File: src/rtl/fetch_unit.sv
// fetch_unit: instruction fetch stage.
// Boots from the word at RESET_VEC, walks the instruction stream one 16-bit word
// per unstalled cycle, joins two-word instructions with their immediate, and
// presents a registered instruction (opcode, register fields, immediate, PC)
// to decode. Supports stall, branch redirect and a terminal HALT state.
module fetch_unit #(
    parameter int              AW        = 16,
    parameter logic [AW-1:0]   RESET_VEC = '0,
    parameter logic [6:0]      NOP_OP    = 7'h68
) (
    input  logic          clk,
    input  logic          reset,
    output logic [AW-1:0] imem_addr,
    input  logic [15:0]   imem_rdata,
    input  logic          stall,
    input  logic          branch_taken,
    input  logic [AW-1:0] branch_target,
    output logic [6:0]    opcode,
    output logic [2:0]    rsrc,
    output logic [2:0]    rdst,
    output logic [15:0]   imm,
    output logic          instr_valid,
    output logic [AW-1:0] instr_pc,
    output logic          halted
);

    localparam logic [6:0] OP_IADD = 7'b0100000;
    localparam logic [6:0] OP_LDM  = 7'b0110101;
    localparam logic [6:0] OP_LDD  = 7'b0100010;
    localparam logic [6:0] OP_STD  = 7'b0100011;
    localparam logic [6:0] OP_HLT  = 7'b1100001;

    typedef enum logic [1:0] {
        S_VEC   = 2'd0,
        S_FETCH = 2'd1,
        S_IMM   = 2'd2,
        S_HALT  = 2'd3
    } state_t;

    state_t        state_q,    state_d;
    logic [AW-1:0] pc_q,       pc_d;
    logic [6:0]    opcode_q,   opcode_d;
    logic [2:0]    rsrc_q,     rsrc_d;
    logic [2:0]    rdst_q,     rdst_d;
    logic [15:0]   imm_q,      imm_d;
    logic          valid_q,    valid_d;
    logic [AW-1:0] ipc_q,      ipc_d;
    logic          halted_q,   halted_d;
    // Only the decoded fields of the first word are kept while the immediate is fetched.
    logic [15:3]   ir_hold_q,  ir_hold_d;
    logic [AW-1:0] pc_hold_q,  pc_hold_d;

    logic [6:0]    word_op;
    logic          unused_low_bits;

    assign word_op         = imem_rdata[15:9];
    assign unused_low_bits = ^imem_rdata[2:0];

    function automatic logic is_two_word(input logic [6:0] op);
        return (op == OP_IADD) || (op == OP_LDM) || (op == OP_LDD) || (op == OP_STD);
    endfunction

    // Next-state, memory address and next output values; every target defaults to hold.
    always_comb begin
        state_d   = state_q;
        pc_d      = pc_q;
        opcode_d  = opcode_q;
        rsrc_d    = rsrc_q;
        rdst_d    = rdst_q;
        imm_d     = imm_q;
        valid_d   = valid_q;
        ipc_d     = ipc_q;
        halted_d  = halted_q;
        ir_hold_d = ir_hold_q;
        pc_hold_d = pc_hold_q;
        imem_addr = pc_q;

        case (state_q)
            S_VEC: begin
                // Boot vector fetch ignores stall and branch.
                imem_addr = RESET_VEC;
                pc_d      = imem_rdata[AW-1:0];
                valid_d   = 1'b0;
                opcode_d  = NOP_OP;
                state_d   = S_FETCH;
            end

            S_FETCH: begin
                if (branch_taken) begin
                    pc_d     = branch_target;
                    valid_d  = 1'b0;
                    opcode_d = NOP_OP;
                end else if (!stall) begin
                    pc_d = pc_q + AW'(1);
                    if (is_two_word(word_op)) begin
                        ir_hold_d = imem_rdata[15:3];
                        pc_hold_d = pc_q;
                        valid_d   = 1'b0;
                        opcode_d  = NOP_OP;
                        state_d   = S_IMM;
                    end else begin
                        opcode_d = word_op;
                        rsrc_d   = imem_rdata[8:6];
                        rdst_d   = imem_rdata[5:3];
                        ipc_d    = pc_q;
                        valid_d  = 1'b1;
                        if (word_op == OP_HLT) begin
                            halted_d = 1'b1;
                            state_d  = S_HALT;
                        end
                    end
                end
            end

            S_IMM: begin
                if (branch_taken) begin
                    // Partial two-word instruction is dropped.
                    pc_d      = branch_target;
                    ir_hold_d = '0;
                    valid_d   = 1'b0;
                    opcode_d  = NOP_OP;
                    state_d   = S_FETCH;
                end else if (!stall) begin
                    imm_d    = imem_rdata;
                    opcode_d = ir_hold_q[15:9];
                    rsrc_d   = ir_hold_q[8:6];
                    rdst_d   = ir_hold_q[5:3];
                    ipc_d    = pc_hold_q;
                    pc_d     = pc_q + AW'(1);
                    valid_d  = 1'b1;
                    state_d  = S_FETCH;
                end
            end

            default: begin
                // HALT: pc frozen, branch ignored, left only through reset.
                if (!stall) begin
                    valid_d  = 1'b0;
                    opcode_d = NOP_OP;
                    halted_d = 1'b1;
                end
            end
        endcase
    end

    // State and output registers with asynchronous reset.
    always_ff @(posedge clk or posedge reset) begin
        if (reset) begin
            state_q   <= S_VEC;
            pc_q      <= '0;
            opcode_q  <= NOP_OP;
            rsrc_q    <= '0;
            rdst_q    <= '0;
            imm_q     <= '0;
            valid_q   <= 1'b0;
            ipc_q     <= '0;
            halted_q  <= 1'b0;
            ir_hold_q <= '0;
            pc_hold_q <= '0;
        end else begin
            state_q   <= state_d;
            pc_q      <= pc_d;
            opcode_q  <= opcode_d;
            rsrc_q    <= rsrc_d;
            rdst_q    <= rdst_d;
            imm_q     <= imm_d;
            valid_q   <= valid_d;
            ipc_q     <= ipc_d;
            halted_q  <= halted_d;
            ir_hold_q <= ir_hold_d;
            pc_hold_q <= pc_hold_d;
        end
    end

    assign opcode      = opcode_q;
    assign rsrc        = rsrc_q;
    assign rdst        = rdst_q;
    assign imm         = imm_q;
    assign instr_valid = valid_q;
    assign instr_pc    = ipc_q;
    assign halted      = halted_q;

endmodule
File: config.mk
export PLATFORM = sky130hd
export DESIGN_NAME = fetch_unit
export DESIGN_NICKNAME = d
export VERILOG_FILES = /design/src/rtl/fetch_unit.sv
export SDC_FILE = /design/constraint.sdc
export NUM_CORES = 1
export LEC_CHECK = 0
export CELL_PAD_IN_SITES_DETAIL_PLACEMENT = 1
export CELL_PAD_IN_SITES_GLOBAL_PLACEMENT = 2
export CORE_MARGIN = 2
export CORE_UTILIZATION = 36
export DETAILED_ROUTE_END_ITERATION = 7
export PLACE_DENSITY = 0.95
export SYNTH_ARGS = -nofsm -noshare
export SYNTH_HDL_FRONTEND = slang
export SYNTH_SLANG_ARGS = --single-unit
export TNS_END_PERCENT = 30
File: constraint.sdc
create_clock -name clk -period 6.7 [get_ports clk]
set_input_delay 2.01 -clock clk [delete_from_list [all_inputs] [get_ports clk]]
set_output_delay 2.01 -clock clk [all_outputs]
set_load 0.01 [all_outputs]
==> metrics.json <==
{
  "cells_and_area": {
    "final_nets": 544,
    "drive_above_1_share": 0.207,
    "layout-area-overhead-vs-synth_pct": 29.0,
    "diodes": 0
  },
  "floorplan": {
    "core.rowCount": 42,
    "floorplan.io_pins": 99,
    "core_sq_um": 13100,
    "die_height_um": 119,
    "dieWidth_um": 119,
    "floorplan.die_area_sq_um": 14200,
    "floorplan.initialDensity": 0.365
  },
  "drt": {
    "route.detailed.vias_per_inst": 5.43,
    "drt_pass1_iterations": 4,
    "route.final.wire_length_mm": 14.0,
    "routed-via-count": 3714,
    "drt_first_iter_violations": 175,
    "remaining_drc_errors": 0,
    "final_antenna_net_count": 0,
    "average_routed_wire_per_standard_cell_um": 20.4
  },
  "min_path": {
    "worst_hold_path.num_cells": 1,
    "worst_hold_endpoint": "pc_hold_q[1]$_DFFE_PP0P_",
    "startpoint_of_the_tightest_hold_check_path": "pc_hold_q[1]$_DFFE_PP0P_",
    "hold_class": "flop to flop"
  },
  "sta": {
    "setup_viol": 0,
    "setup_tns_ns": 0,
    "achievable-frequency_ghz": 0.230,
    "rsz0062_at_grt": "no",
    "hold_ws_ns": 0.493,
    "skew_ns": 0.0123,
    "max-slew-margin-rel": 0.230,
    "timing_worst_slew_pin_value_ns": 1.15,
    "min_period_over_period": 0.648,
    "min_period_ns": 4.34,
    "hold_violations": 0,
    "final-max-slew-violation-count": 0
  },
  "grt": {
    "pin_count_of_the_biggest_net_entering_global_routing": 52,
    "global_route_wire_length_before_repair_mm": 22.8,
    "via_count_of_the_first_global_routing_pass": 4122,
    "grt_antenna_before_repair": 0,
    "grt_use_total": 0.207,
    "globalRoute.totalOverflow": 0
  },
  "critical_path": {
    "worstPathCellList": "inv_1, ha_1, and2b_1, clkdlybuf4s50_1",
    "worst-r2r-setup-slack_ns": 3.26,
    "worst-setup-path-type": "flop to output pin",
    "start_kind": "flop",
    "timing.critical_path.from": "state_q[0]$_DFFE_PP0P_",
    "timing.critical_path.buf_inv": 2,
    "worst-endpoint-required_ns": 4.69,
    "cp.arrival_ns": 2.33,
    "cp_top_family": "adder cells",
    "worst_path_largest_cell_delay_ns": 0.71,
    "timing.rr.end": "ir_hold_q[11]$_DFFE_PP0P_",
    "critPathCaptureType": "output pin",
    "rr_worst_depth": 5,
    "critical-path-slowest-cell": "ha_1",
    "crit_path_max_fo": 18,
    "worstReg2RegStart": "state_q[0]$_DFFE_PP0P_"
  },
  "synth": {
    "synth_enable_flop_cells": 0,
    "synth_top_cells_by_count": "dfrtp_1 (91), mux2_2 (72), a21oi_1 (26)",
    "synth_area_leader_cell": "dfrtp_1",
    "synth_async_sr_flop_share": 1.00,
    "yosysWarningCount": 0,
    "seq_area_frac_synth": 0.493,
    "synth_top_cell_area_share": 0.476,
    "yosys_most_used_dff": "dfrtp_1",
    "synth.ff_latch_count": 94,
    "synthesis.instances": 419,
    "post_synth_num_cell_types": 53,
    "biggest_area_contributors_in_the_synthesized_netlist": "dfrtp_1 (48%), mux2_2 (17%), a22o_1 (3.1%)",
    "cell_with_the_most_instances_after_synthesis": "dfrtp_1",
    "postSynthNetCount": 460,
    "synth.avg_cell_area_sq_um": 11.4,
    "summed_instance_area_of_the_synthesized_netlist_sq_um": 4780
  },
  "power_and_ir_drop": {
    "cellLeakagePower_uw": 0.00264,
    "max-vdd-ir-drop_mv": 0.212,
    "cellPowerDensity_nw_per_um2": 470
  },
  "place": {
    "place_hpwl_mm": 9.78,
    "buffer_ports.inserted": 98,
    "routabilityCongestion": 0.882
  },
  "clocking": {
    "postCtsSetupRepairBufs": 0,
    "cts.reportedPaths.clkPinSlew_ns": 0.07,
    "clock_latency_ns": 0.35,
    "h-tree-depth": 3,
    "numCtsBuffers": 9,
    "holdBufCountCts": 0,
    "cts-root-buf": "clkbuf_16",
    "cts.sink_count": 94,
    "cts_resized": 0,
    "tritoncts": "built",
    "cts.path.max_buffers": 2
  },
  "outcome": {
    "status": "complete, no violations"
  },
  "job": {
    "max_cap_viol_count": 0
  }
}
-- registers in the layout (all words and copies together) (netlist names) --
name,flops
imm,16
instr_pc,16
pc_hold_q,16
pc_q,16
ir_hold_q,13
opcode,7
rdst,3
rsrc,3
state_q,2
halted,1
instr_valid,1
-- worst max-delay path by stage --
stage / to / depth (start not counted)
global placement: pc_q[6]$_DFFE_PP0P_ / 6
CTS: imem_addr[15] / 4
detailed placement: instr_pc[2]$_DFFE_PP0P_ / 6
global route: imem_addr[15] / 4
floorplan: halted$_DFFE_PP0P_ / 1
finish: imem_addr[15] / 4
-- per-stage QoR --
stage | instance area [sq um] | std cells | power (uW) | util | setup WS (ns)
floorplan | 4780 | 419 | 1820 | - | 2.25
global placement | 5860 | 668 | 2310 | 0.448 | 2.16
detailed placement | 5860 | 668 | 2370 | 0.448 | 2.17
CTS | 6170 | 684 | 2930 | 0.471 | 2.34
global route | 6170 | 684 | 3100 | 0.471 | 2.22
finish | 6170 | 684 | 2900 | 0.471 | 2.36
-- layer usage --
| layer | part of all wire | track usage | wire length, um | up-vias |
|---|---|---|---|---|
| met5 | 0 | 0 | 0 | - |
| met4 | 0.024 | 0.0774 | 333 | 0 |
| met3 | 0.046 | 0.0407 | 648 | 23 |
| met2 | 0.49 | 0.345 | 6830 | 94 |
| met1 | 0.44 | 0.266 | 6150 | 1906 |
| li1 | - | - | - | 1691 |
-- final cells by class --
cell class                 count  area [sq um]
fill                        1402          6920
clock inverter                 4          52.6
sequential                    94          2360
inverter                       8          31.3
timing repair buffer         101          1000
multi-input combinational    289          2250
tap                          176           220
clock buffer                  12           256
-- kinds of logic after synthesis --
kind of cell,Yosys count,synth area share
AO/OA/AOI/OAI,98,0.139
XOR/XNOR,8,0.0147
adder cells (fa/ha/maj),5,0.0131
buffers and inverters,36,0.0372
flip-flops,94,0.493
multiplexers,82,0.193
AND/OR/NAND/NOR,96,0.111
-- report_power, final --
group	internal, uW	switching, uW	total, uW
registers	804	210	1010
clock network	311	224	535
logic	710	641	1350
total	1830	1070	2900
-- cell usage in the layout (no fill, tap or decap), drive strengths merged, types with 3 or more instances in the layout --
cell           instances
nor2                  19
xor2                   7
o31ai                  3
nor3                   7
a22o                  17
ha                     5
nand4                  5
buf                    3
nand3                 14
nand2b                 4
clkdlybuf4s50         98
o22a                   3
dfstp                  3
a221oi                 3
or3                    3
inv                    7
clkbuf                12
a31oi                  4
mux2                  77
clkinv                 4
dfrtp                 91
o22ai                  3
and3                   7
mux2i                  5
nor2b                 16
nand2                 15
a21o                   5
o21ai                 24
a21oi                 26
No activity file was read; power rests on OpenSTA's default activity.
